File: src/rtl/mux2_rr_arbiter.sv
// mux2_rr_arbiter
// Round-robin arbiter for a shared WIDTH-bit 2:1 mux. It grants one of two requesters
// at a time and drives the mux select. Accepted beats are registered onto y with a
// y_valid strobe. A per-grant hold limit keeps one channel from starving the other.
module mux2_rr_arbiter #(
   parameter int WIDTH    = 1,
   parameter int MAX_HOLD = 4
) (
   input  logic             clk,
   input  logic             rst_n,
   input  logic             req0,
   input  logic             req1,
   input  logic [WIDTH-1:0] i0,
   input  logic [WIDTH-1:0] i1,
   output logic             gnt0,
   output logic             gnt1,
   output logic             s,
   output logic [WIDTH-1:0] y,
   output logic             y_valid,
   output logic             busy
);

   // Hold counter is at least one bit wide so MAX_HOLD=1 still elaborates cleanly.
   localparam int HW = (MAX_HOLD > 1) ? $clog2(MAX_HOLD) : 1;
   localparam logic [HW-1:0] HOLD_LAST = HW'(MAX_HOLD - 1);

   // State codes double as the grant flops: bit 0 is gnt0 and bit 1 is gnt1.
   typedef enum logic [1:0] {
      IDLE = 2'b00,
      G0   = 2'b01,
      G1   = 2'b10
   } state_t;

   state_t           state_reg, state_next;
   logic [HW-1:0]    hold_reg, hold_next;
   logic             last_reg, last_next;   // channel granted most recently; 1 favours ch0
   logic             beat;
   logic [WIDTH-1:0] y_reg;
   logic             y_valid_reg;

   // Next-state logic: IDLE arbitration, release handover and the hold-limit forced switch.
   always_comb begin
      state_next = state_reg;
      hold_next  = hold_reg;
      last_next  = last_reg;
      beat       = 1'b0;
      case (state_reg)
         IDLE: begin
            hold_next = '0;
            if (req0 && req1) begin
               state_next = last_reg ? G0 : G1;
            end else if (req0) begin
               state_next = G0;
            end else if (req1) begin
               state_next = G1;
            end
         end
         G0: begin
            if (!req0) begin
               state_next = req1 ? G1 : IDLE;
               last_next  = 1'b0;
               hold_next  = '0;
            end else begin
               beat = 1'b1;
               if (hold_reg == HOLD_LAST) begin
                  // Saturate here until the other side asks, then hand over on that beat.
                  if (req1) begin
                     state_next = G1;
                     last_next  = 1'b0;
                     hold_next  = '0;
                  end
               end else begin
                  hold_next = hold_reg + HW'(1);
               end
            end
         end
         G1: begin
            if (!req1) begin
               state_next = req0 ? G0 : IDLE;
               last_next  = 1'b1;
               hold_next  = '0;
            end else begin
               beat = 1'b1;
               if (hold_reg == HOLD_LAST) begin
                  if (req0) begin
                     state_next = G0;
                     last_next  = 1'b1;
                     hold_next  = '0;
                  end
               end else begin
                  hold_next = hold_reg + HW'(1);
               end
            end
         end
         default: begin
            state_next = IDLE;
            hold_next  = '0;
         end
      endcase
   end

   // Arbitration state registers; reset favours channel 0 on the first contention.
   always_ff @(posedge clk or negedge rst_n) begin
      if (!rst_n) begin
         state_reg <= IDLE;
         hold_reg  <= '0;
         last_reg  <= 1'b1;
      end else begin
         state_reg <= state_next;
         hold_reg  <= hold_next;
         last_reg  <= last_next;
      end
   end

   // Output register: capture the granted input on a beat, otherwise hold y and drop valid.
   always_ff @(posedge clk or negedge rst_n) begin
      if (!rst_n) begin
         y_reg       <= '0;
         y_valid_reg <= 1'b0;
      end else begin
         y_valid_reg <= beat;
         if (beat) begin
            y_reg <= state_reg[1] ? i1 : i0;
         end
      end
   end

   assign gnt0    = state_reg[0];
   assign gnt1    = state_reg[1];
   assign s       = state_reg[1];
   assign busy    = state_reg[0] | state_reg[1];
   assign y       = y_reg;
   assign y_valid = y_valid_reg;

endmodule

File: config.mk
export PLATFORM = sky130hd
export DESIGN_NAME = mux2_rr_arbiter
export DESIGN_NICKNAME = d
export VERILOG_FILES = /design/src/rtl/mux2_rr_arbiter.sv
export SDC_FILE = /design/constraint.sdc
export NUM_CORES = 1
export LEC_CHECK = 0
export BUFFER_PORTS_ARGS = -buffer_cell sky130_fd_sc_hd__buf_2
export CAP_MARGIN = 5
export CORE_MARGIN = 2
export CORE_UTILIZATION = 31
export DETAILED_ROUTE_END_ITERATION = 8
export SLEW_MARGIN = 10
export SYNTH_ARGS = -nofsm -noshare
export SYNTH_HDL_FRONTEND = slang
export SYNTH_SLANG_ARGS = --single-unit
File: constraint.sdc
create_clock -name clk -period 4.6 [get_ports clk]
set_input_delay 1.38 -clock clk [delete_from_list [all_inputs] [get_ports clk]]
set_output_delay 1.38 -clock clk [all_outputs]
set_load 0.03 [all_outputs]
==> summary.txt, run 1 <==
GRT
  – First-pass GRT wire length: 1.73 mm
  – Total global-route track usage: 0.119
  – Top Usage Layer GRT: met2
  – Met2 Resource Use GR: 0.203
  – Initial antenna violation count: 0
  – Met3 Use GR: 0.0160
  – GR Overflow Total: 0
  – Pin count of the biggest net entering global routing: 10
  – Met1 usage in global routing: 0.134
  – Vias in the first global route: around 420

Power and ir drop
  – P_leak: approximately 0.32 nW
  – Pwr Density: about 630 nW/µm²
  – Peak supply drop: around 0.00023 V

Route
  – DRT iter0 DRCs: 6
  – Drt drc: 0
  – Overall routed net length: ~990 µm
  – WL/cell: between 10 and 15 µm
  – Detail Route Antenna Nets: 0
  – Vias per std cell: 5.05
  – Drt pass-1 iters: 4
  – Total vias in the final route: approximately 430

Hold path
  – HP Class: reg -> reg
  – Hold path start: y$_DFFE_PN0P_
  – Hold path cells: 1
  – Min-Delay Endpoint: y$_DFFE_PN0P_

Clock tree
  – Clock sink total: 7
  – Clk root buf: clkbuf_4
  – Resized cells post-CTS: 0
  – Clock tree buffer depth: 2
  – CTS Hold Bufs: 0
  – CTS tree: built
  – H-tree depth: 1
  – Clock transition at the registers of the reported paths: roughly 0.050 ns
  – Worst-Skew Late Latency: 0.24 ns
  – Post-CTS Setup Bufs: 0
  – Inserted Clock Buffers: 3

Timing
  – Final hold vios: 0
  – Final min period: between 2 and 3 ns
  – Slew Limit Fails: 0
  – Final count of negative-setup-slack endpoints: 0
  – Clock skew: around 0.0022 ns
  – RSZ-0062 raised after global routing: no
  – Setup_tns: 0 ns
  – Fmax: between 300 and 400 MHz
  – Worst slew pin tran: between 0.2 and 0.25 ns
  – Max-slew headroom: 0.857
  – Period utilization: 0.581

Critical path
  – Crit path launch type: flip-flop
  – Crit-path leading delay family: flip-flops
  – R2r setup slk: 2.95 ns
  – CP Data Required Time: between 3 and 4 ns
  – Worst-path fanout max: 7
  – Endpoint type of the worst setup path: output pin
  – Worst r2r dst: hold_reg[1]$_DFFE_PN0P_
  – WP data arrival: between 1 and 1.5 ns
  – CP max stage delay: 0.45 ns
  – Cell mode on critical path: inv_1
  – Reg2reg path depth: 5
  – Slowest CP cell: dfrtp_1
  – CP Class: reg -> out
  – Worst flop-to-flop path startpoint: state_reg[0]$_DFFE_PN0P_
  – Buf/Inv on CP: 3
  – Cell Chain, Critical Path: inv_1, ha_1, inv_1, buf_2

Synthesis
  – Synth cell types: 27
  – Leading area contributor after synthesis: dfrtp_1
  – Synth Instances: between 50 and 60
  – Syn Nets: slightly below 70
  – Synth top area cells: dfrtp_1 29%, ha_1 17%, dfstp_2 5.0%, inv_1 4.3%, mux2_1 4.3%
  – Seq/Total Area, Yosys: 0.336
  – Synth Area per Inst: between 9 and 10 µm²
  – Yosys reg bits: 7
  – Ys Warns: 0
  – Netlist Area Pre-Place: 526 µm²
  – Yosys top cell area share: 0.286

Die
  – Core ar.: ~1500 µm²
  – Initial cell density of the core: 0.341
  – Die Y: between 40 and 50 µm
  – # rows: 14
  – Die ar.: between 2000 and 2500 µm²
  – IO Pins: 12
  – Horiz. Die Dim: between 40 and 50 µm

Cells and area
  – Most frequent cells in the layout: 11 x buf_2, 7 x ha_1, 6 x inv_1, 6 x dfrtp_1
  – Fraction of layout cells with a size suffix above 1: 0.290
  – Antenna Cells: 0
  – Fill count: 160
  – Commonest non-fill, non-tap cell in the layout: buf_2
  – Final nets: just over 80
  – Final core utilization: 0.394
  – Area grow syn2layout: 15.7%

Outcome
  – Outcome: finished, final reports clean

Placed design
  – Post-DP HPWL: 779 µm
  – Port Buffer Count: 11
  – Routability cong.: a little over 0.7

Job
  – Maxcap violations: 0
## power by group
group / internal [mW] / switching [mW] / total (mW) / leakage, nW
clock: 0.0329 / 0.0204 / 0.0533 / 0.0150
combinational: 0.0812 / 0.132 / 0.213 / 0.217
sequential: 0.0894 / 0.0249 / 0.114 / 0.0889
total: 0.204 / 0.177 / 0.380 / 0.321
## cells in the mapped netlist
cell       instances
dfstp_2            1
nor3b_1            1
nand2_2            1
o22ai_1            1
nor3_1             1
a22o_1             2
nand2_1            4
and3_1             1
buf_6              1
buf_4              1
a21boi_1           1
a2bb2oi_1          1
nor2_1             3
and2_1             1
dfrtp_1            6
o22a_2             1
nand3_1            1
nor2b_2            1
mux2_2             2
mux2_1             2
nand2b_1           1
o21ai_0            2
a21oi_1            4
inv_1              6
o21ai_1            1
ha_1               7
a31oi_1            2
## metrics by stage
step                      power [mW]  area, µm²  instances  hold WS [ns]  setup slack, ns
final                          0.380        608         85         0.487             1.93
after global routing           0.414        608         85         0.506             1.83
after CTS                      0.387        608         85         0.496             1.92
after detailed placement       0.328        582         81         0.478             2.15
after global placement         0.329        582         81         0.467             2.15
after floorplan                0.278        526         56         0.509             2.07
## per-layer routing
layer | vias to the layer above | share of wire
met5 | - | 0
met4 | 0 | 0.0061
met3 | 2 | 0.042
met2 | 9 | 0.51
met1 | 198 | 0.44
li1 | 220 | -
## worst max-delay path by stage
stage	start	to	depth (start not counted)
global placement	req0	hold_reg[1]$_DFFE_PN0P_	5
floorplan	state_reg[0]$_DFFE_PN0P_	busy	3
CTS	state_reg[0]$_DFFE_PN0P_	busy	4
finish	state_reg[0]$_DFFE_PN0P_	busy	4
global route	state_reg[0]$_DFFE_PN0P_	busy	4
detailed placement	req0	hold_reg[1]$_DFFE_PN0P_	5
## kinds of logic (layout without fill, tap and decap cells)
kind of cell               Yosys count  count (layout)  share of synthesized area
DFF                                  7               7                      0.336
muxes                                4               4                     0.0857
adders and majority gates            7               7                      0.167
buffers and inverters                8              21                     0.0786
and+or+nand+nor                     15              15                      0.148
AOI/OAI and AO/OA                   15              15                      0.186
## cell type report
cell class | count | area [µm²] | share of cell area
sequential | 7 | 176 | 0.290
clock buffer | 4 | 26.3 | 0.0432
multi-input combinational | 41 | 308 | 0.506
inverter | 6 | 22.5 | 0.0370
timing repair buffer | 11 | 55.1 | 0.0905
tap | 16 | 20.0 | 0.0329
(Power assumes the default switching activity.)
==> run 2, diff against run 1 <==
Settings changed: ABC_AREA set to 1.
Clock period 4.6 ns to 2.8 ns, I/O delays scaled along.
==> summary.txt, run 2 <==
Outcome
  – Outcome: finished, final reports clean

Timing
  – Clock skew: 0.00213 ns (-0.0000833 ns)
  – Period utilization: 0.756
  – Final hold vios: 0 (unchanged)
  – Fmax: between 400 and 500 MHz
  – Final min period: about 2.1 ns
  – Worst slew pin tran: 0.228 ns (+0.0145 ns)
  – Max-slew headroom: 0.848 (-0.00871)
  – Slew Limit Fails: 0 (unchanged)
  – RSZ-0062 raised after global routing: no
  – Final count of negative-setup-slack endpoints: 0 (unchanged)
  – Setup_tns: 0 ns (unchanged)
  – Min Hold Slack: 0.413 ns (-0.0739 ns)
  – Final setup margin: 0.682 ns (-1.24 ns)

Die
  – Die Y: 46.4 µm (+2.7%)
  – Core ar.: 1710 µm² (+11%)
  – IO Pins: 12 (unchanged)
  – # rows: 15 (+1)
  – Horiz. Die Dim: 46.4 µm (+2.7%)
  – Initial cell density of the core: 0.326 (-0.0149)
  – Die ar.: 2150 µm² (+5.4%)

Critical path
  – Crit-path leading delay family: flip-flops
  – CP Class: reg -> out
  – Cell Chain, Critical Path: inv_1, ha_1, inv_1, buf_2
  – CP max stage delay: 0.46 ns (about the same)
  – Worst-path fanout max: 7 (unchanged)
  – WP data arrival: 1.28 ns (about the same)
  – Cell mode on critical path: inv_1
  – Critical Path Stages: 4 (unchanged)
  – CP Data Required Time: 1.96 ns (-1.26 ns)
  – Buf/Inv on CP: 3 (unchanged)
  – Reg2reg path depth: 8 (+3)
  – Endpoint type of the worst setup path: output pin
  – Slowest CP cell: dfrtp_1
  – Crit path launch type: flip-flop

Synthesis
  – Netlist Area Pre-Place: 557 µm² (+6.0%)
  – Ys flop type: dfrtp_1
  – Synth Instances: 75 (+34%)
  – Syn Nets: 88 (+28%)
  – Number of synthesized flops with an enable pin: 0 (unchanged)
  – Synth Area per Inst: 7.42 µm² (-21%)
  – Synth top area cells: dfrtp_1 27%, ha_1 16%, nand2_1 14%, nand3_1 8.1%, inv_1 5.4%
  – Yosys top cell area share: 0.270 (-0.0161)
  – Most frequent cell after synthesis: nand2_1
  – Yosys reg bits: 7 (unchanged)
  – Synth cell types: 19 (-30%)
  – Commonest cells in the netlist: 21 x nand2_1, 9 x nand3_1, 8 x inv_1
  – Post-synthesis async set-or-reset flop share: 1.00 (unchanged)
  – Ys Warns: 0 (unchanged)
  – Leading area contributor after synthesis: dfrtp_1
  – Seq/Total Area, Yosys: 0.317 (-0.0189)

GRT
  – GR Overflow Total: 0 (unchanged)
  – Total global-route track usage: 0.115 (-0.00388)
  – Pin count of the biggest net entering global routing: 9 (-1)
  – Initial antenna violation count: 0 (unchanged)
  – First-pass GRT wire length: 1.68 mm (-2.8%)
  – Vias in the first global route: 400 (-3.8%)

Cells and area
  – Antenna Cells: 0 (unchanged)
  – Fraction of layout cells with a size suffix above 1: 0.284 (-0.00576)
  – Final nets: 102 (+23%)
  – Fill count: 191 (+19%)
  – Area grow syn2layout: 17.5%
  – Commonest non-fill, non-tap cell in the layout: nand2_1
  – Most frequent cells in the layout: 21 x nand2_1, 11 x buf_2, 9 x nand3_1

Clock tree
  – Post-CTS Setup Bufs: 0 (unchanged)
  – Resized cells post-CTS: 0 (unchanged)
  – H-tree depth: 1 (unchanged)
  – CTS Hold Bufs: 0 (unchanged)
  – Clock tree buffer depth: 2 (unchanged)
  – Inserted Clock Buffers: 3 (unchanged)
  – Clk root buf: clkbuf_4
  – Clock sink total: 7 (unchanged)
  – Clock transition at the registers of the reported paths: 0.05 ns (about the same)
  – Worst-Skew Late Latency: 0.25 ns (about the same)
  – CTS tree: built

Power and ir drop
  – Peak supply drop: 0.000403 V (+72%)
  – Pwr Density: 988 nW/µm² (+58%)
  – Design Power: 0.646 mW (+70%)
  – P_leak: 0.349 nW (+8.8%)

Placed design
  – Pre-CTS setup slack: 0.940 ns (-1.21 ns)
  – Post-DP HPWL: 900 µm (+16%)
  – Routability cong.: 0.846 (+18%)
  – Port Buffer Count: 11 (unchanged)

Route
  – Drt drc: 0 (unchanged)
  – Drt pass-1 iters: 4 (unchanged)
  – Overall routed net length: 1.07 mm (+7.9%)
  – WL/cell: 9.45 µm (-19%)
  – Detail Route Antenna Nets: 0 (unchanged)
  – Vias per std cell: 4.42 (-12%)
  – DRT iter0 DRCs: 11 (+5)
  – Total vias in the final route: 500 (+17%)

Hold path
  – HP Class: in -> async

Job
  – Maxcap violations: 0 (unchanged)
run 2: cell types whose count changed in the layout (fill, tap and decap cells not counted), moves of 2 or more:
cell     previous run  this run
nand2_2             1         4
nand2_1             4        21
inv_1               6         8
a31oi_1             2         0
a21oi_1             4         1
mux2_1              2         0
mux2_2              2         0
inv_2               0         2
nand3_1             1         9
a22o_1              2         0
run 2: cell type report:
type                       count  area (µm²)  area share
multi-input combinational     55         323       0.493
sequential                     7         176       0.270
timing repair buffer          11        55.1      0.0841
inverter                      11        42.5      0.0650
tap                           25        31.3      0.0478
clock buffer                   4        26.3      0.0402
run 2: cells by family after synthesis:
logic type / count (synthesis) / share of synthesized area
and+or+nand+nor: 39 / 0.303
AOI/OAI and AO/OA: 9 / 0.119
DFF: 7 / 0.317
adders and majority gates: 7 / 0.157
buffers and inverters: 13 / 0.103
run 2: through the flow:
| step | instances | utilization | cell area, µm² |
|---|---|---|---|
| after CTS | 113 | 0.383 | 654 |
| after global placement | 109 | 0.368 | 628 |
| after floorplan | 75 | - | 557 |
| after global routing | 113 | 0.383 | 654 |
| final | 113 | 0.383 | 654 |
| after detailed placement | 109 | 0.368 | 628 |
run 2: worst paths after layout:
kind | to | slack, ns | startpoint
worst max-delay path | busy | 0.68 | state_reg[0]$_DFFE_PN0P_
worst min-delay path | y$_DFFE_PN0P_ | 0.41 | rst_n
worst max register to register | last_reg$_DFFE_PN1P_ | 1.32 | state_reg[0]$_DFFE_PN0P_
worst min register to register | y$_DFFE_PN0P_ | 0.49 | y$_DFFE_PN0P_
max in group asynchronous | last_reg$_DFFE_PN1P_ | 2.16 | rst_n
min in group clk | y$_DFFE_PN0P_ | 0.49 | y$_DFFE_PN0P_
run 2: report_power, final:
group | switching, mW | internal (mW) | leakage, nW
clock | 0.0346 | 0.0542 | 0.0150
combinational | 0.253 | 0.124 | 0.246
sequential | 0.0354 | 0.145 | 0.0880
total | 0.323 | 0.324 | 0.349
run 2: layer usage:
metal	vias up	wire length, µm	track usage
met5	-	0	0
met4	0	12	0.114
met3	2	59	0.0157
met2	11	488	0.150
met1	228	508	0.157
li1	259	-	-
==> run 3, diff against run 2 <==
Settings changed: ABC_AREA 1 to 0.
Clock period 2.8 ns to 2.08 ns, I/O delays scaled along.
==> summary.txt, run 3 (synthesized netlist as in run 1, its figures left out) <==
Outcome
  – Outcome: finished, final reports clean

Critical path
  – Crit-path leading delay family: flip-flops
  – Buf/Inv on CP: 3 (unchanged)
  – CP Class: reg -> out
  – CP max stage delay: 0.45 ns (about the same)
  – R2r setup slk: 0.44 ns (-0.88 ns)
  – Critical Path Stages: 4 (unchanged)
  – Worst-path fanout max: 7 (unchanged)
  – Cell Chain, Critical Path: inv_1, ha_1, inv_1, buf_2
  – CP Data Required Time: 1.46 ns (-0.50 ns)
  – Endpoint type of the worst setup path: output pin
  – Worst flop-to-flop path startpoint: state_reg[0]$_DFFE_PN0P_
  – Slowest CP cell: dfrtp_1
  – Worst setup path endpoint: busy
  – Critical path startpoint: state_reg[0]$_DFFE_PN0P_
  – Crit path launch type: flip-flop
  – Cell mode on critical path: inv_1
  – Worst r2r dst: hold_reg[1]$_DFFE_PN0P_
  – WP data arrival: 1.29 ns (about the same)
  – Reg2reg path depth: 5 (-3)

Cells and area
  – Final nets: 83 (-19%)
  – Antenna Cells: 0 (unchanged)
  – Most frequent cells in the layout: 11 x buf_2, 7 x ha_1, 6 x inv_1, 6 x dfrtp_1
  – Final core utilization: 0.394 (+0.0113)
  – Non-filler cells, final: 85 (-25%)
  – Commonest non-fill, non-tap cell in the layout: buf_2
  – Area grow syn2layout: 15.7%
  – Fraction of layout cells with a size suffix above 1: 0.290 (+0.00576)
  – Final Cell Area: 608 µm² (-7.1%)

Placed design
  – Pre-CTS setup slack: 0.387 ns (-0.553 ns)
  – Post-DP HPWL: 769 µm (-15%)
  – Placed cell count: 81 (-26%)
  – Port Buffer Count: 11 (unchanged)
  – Post-DP Area: 582 µm² (-7.4%)
  – Routability cong.: 0.711 (-16%)

Timing
  – Slew Limit Fails: 0 (unchanged)
  – Clock skew: 0.00236 ns (+0.000235 ns)
  – Fmax: 523 MHz
  – Final count of negative-setup-slack endpoints: 0 (unchanged)
  – Final min period: approximately 1.9 ns
  – Period utilization: 0.919
  – Final hold vios: 0 (unchanged)
  – Worst slew pin tran: 0.213 ns (-0.0153 ns)
  – Final setup margin: 0.169 ns (-0.513 ns)
  – Setup_tns: 0 ns (unchanged)
  – Max-slew headroom: 0.857 (+0.00924)
  – Min Hold Slack: 0.197 ns (-0.216 ns)
  – RSZ-0062 raised after global routing: no

Power and ir drop
  – P_leak: 0.321 nW (-8.1%)
  – Design Power: 0.842 mW (+30%)
  – Pwr Density: 1390 nW/µm² (+40%)
  – Peak supply drop: 0.000547 V (+36%)

Die
  – # rows: 14 (-1)
  – Initial cell density of the core: 0.341 (+0.0149)
  – Die Y: 45.2 µm (-2.6%)
  – Core ar.: 1540 µm² (-9.7%)
  – Die ar.: 2040 µm² (-5.1%)
  – Horiz. Die Dim: 45.2 µm (-2.6%)
  – IO Pins: 12 (unchanged)

GRT
  – Total global-route track usage: 0.113 (-0.00274)
  – Vias in the first global route: 398 (-0.50%)
  – First-pass GRT wire length: 1.64 mm (-2.4%)
  – Pin count of the biggest net entering global routing: 10 (+1)
  – Initial antenna violation count: 0 (unchanged)
  – GR Overflow Total: 0 (unchanged)

Job
  – Maxcap violations: 0 (unchanged)

Clock tree
  – CTS Hold Bufs: 0 (unchanged)
  – H-tree depth: 1 (unchanged)
  – Clk root buf: clkbuf_4
  – Resized cells post-CTS: 0 (unchanged)
  – Clock tree buffer depth: 2 (unchanged)
  – Post-CTS Setup Bufs: 0 (unchanged)
  – Inserted Clock Buffers: 3 (unchanged)
  – Clock sink total: 7 (unchanged)
  – Worst-Skew Late Latency: 0.25 ns (about the same)
  – Clock transition at the registers of the reported paths: 0.05 ns (about the same)
  – CTS tree: built

Route
  – WL/cell: 11.3 µm (+19%)
  – DRT iter0 DRCs: 1 (-10)
  – Drt pass-1 iters: 3 (-1)
  – Overall routed net length: 958 µm (-10%)
  – Drt drc: 0 (unchanged)
  – Vias per std cell: 4.88 (+10%)
  – Total vias in the final route: 415 (-17%)
  – Detail Route Antenna Nets: 0 (unchanged)

Hold path
  – HP Class: in -> async
## run 3: cell count changes in the layout (fill, tap and decap cells not counted), sizes merged, moves of 2 or more
| cell | before | now |
|---|---|---|
| nand2 | 25 | 5 |
| nand3 | 9 | 1 |
| inv | 10 | 6 |
| mux2 | 0 | 4 |
| a22o | 0 | 2 |
| a31oi | 0 | 2 |
| o21ai | 5 | 3 |
## run 3: how the worst min path moves through the flow
stage,slack [ns],end,startpoint
2_1_floorplan,0.33,hold_reg[0]$_DFFE_PN0P_,rst_n
3_3_place_gp,0.46,state_reg[1]$_DFFE_PN0P_,rst_n
3_5_place_dp,0.47,state_reg[1]$_DFFE_PN0P_,rst_n
4_1_cts,0.19,state_reg[1]$_DFFE_PN0P_,rst_n
5_1_grt,0.21,state_reg[0]$_DFFE_PN0P_,rst_n
6_report,0.20,state_reg[1]$_DFFE_PN0P_,rst_n
## run 3: metal layers
| metal | GRT usage | vias to the layer above | wire (µm) |
|---|---|---|---|
| li1 | - | 220 | - |
| met1 | 0.136 | 186 | 453 |
| met2 | 0.180 | 7 | 464 |
| met3 | 0.0120 | 2 | 33 |
| met4 | 0.0882 | 0 | 6 |
| met5 | 0 | - | 0 |
## run 3: area by class of cell
cell class                 count  area, µm²
fill                         160        933
tap                           16       20.0
clock buffer                   4       26.3
multi-input combinational     41        308
inverter                       6       22.5
sequential                     7        176
timing repair buffer          11       55.1
## run 3: power breakdown
group / switching [mW] / internal, mW
logic: 0.289 / 0.179
registers: 0.0554 / 0.198
clock network: 0.0481 / 0.0731
total: 0.392 / 0.450
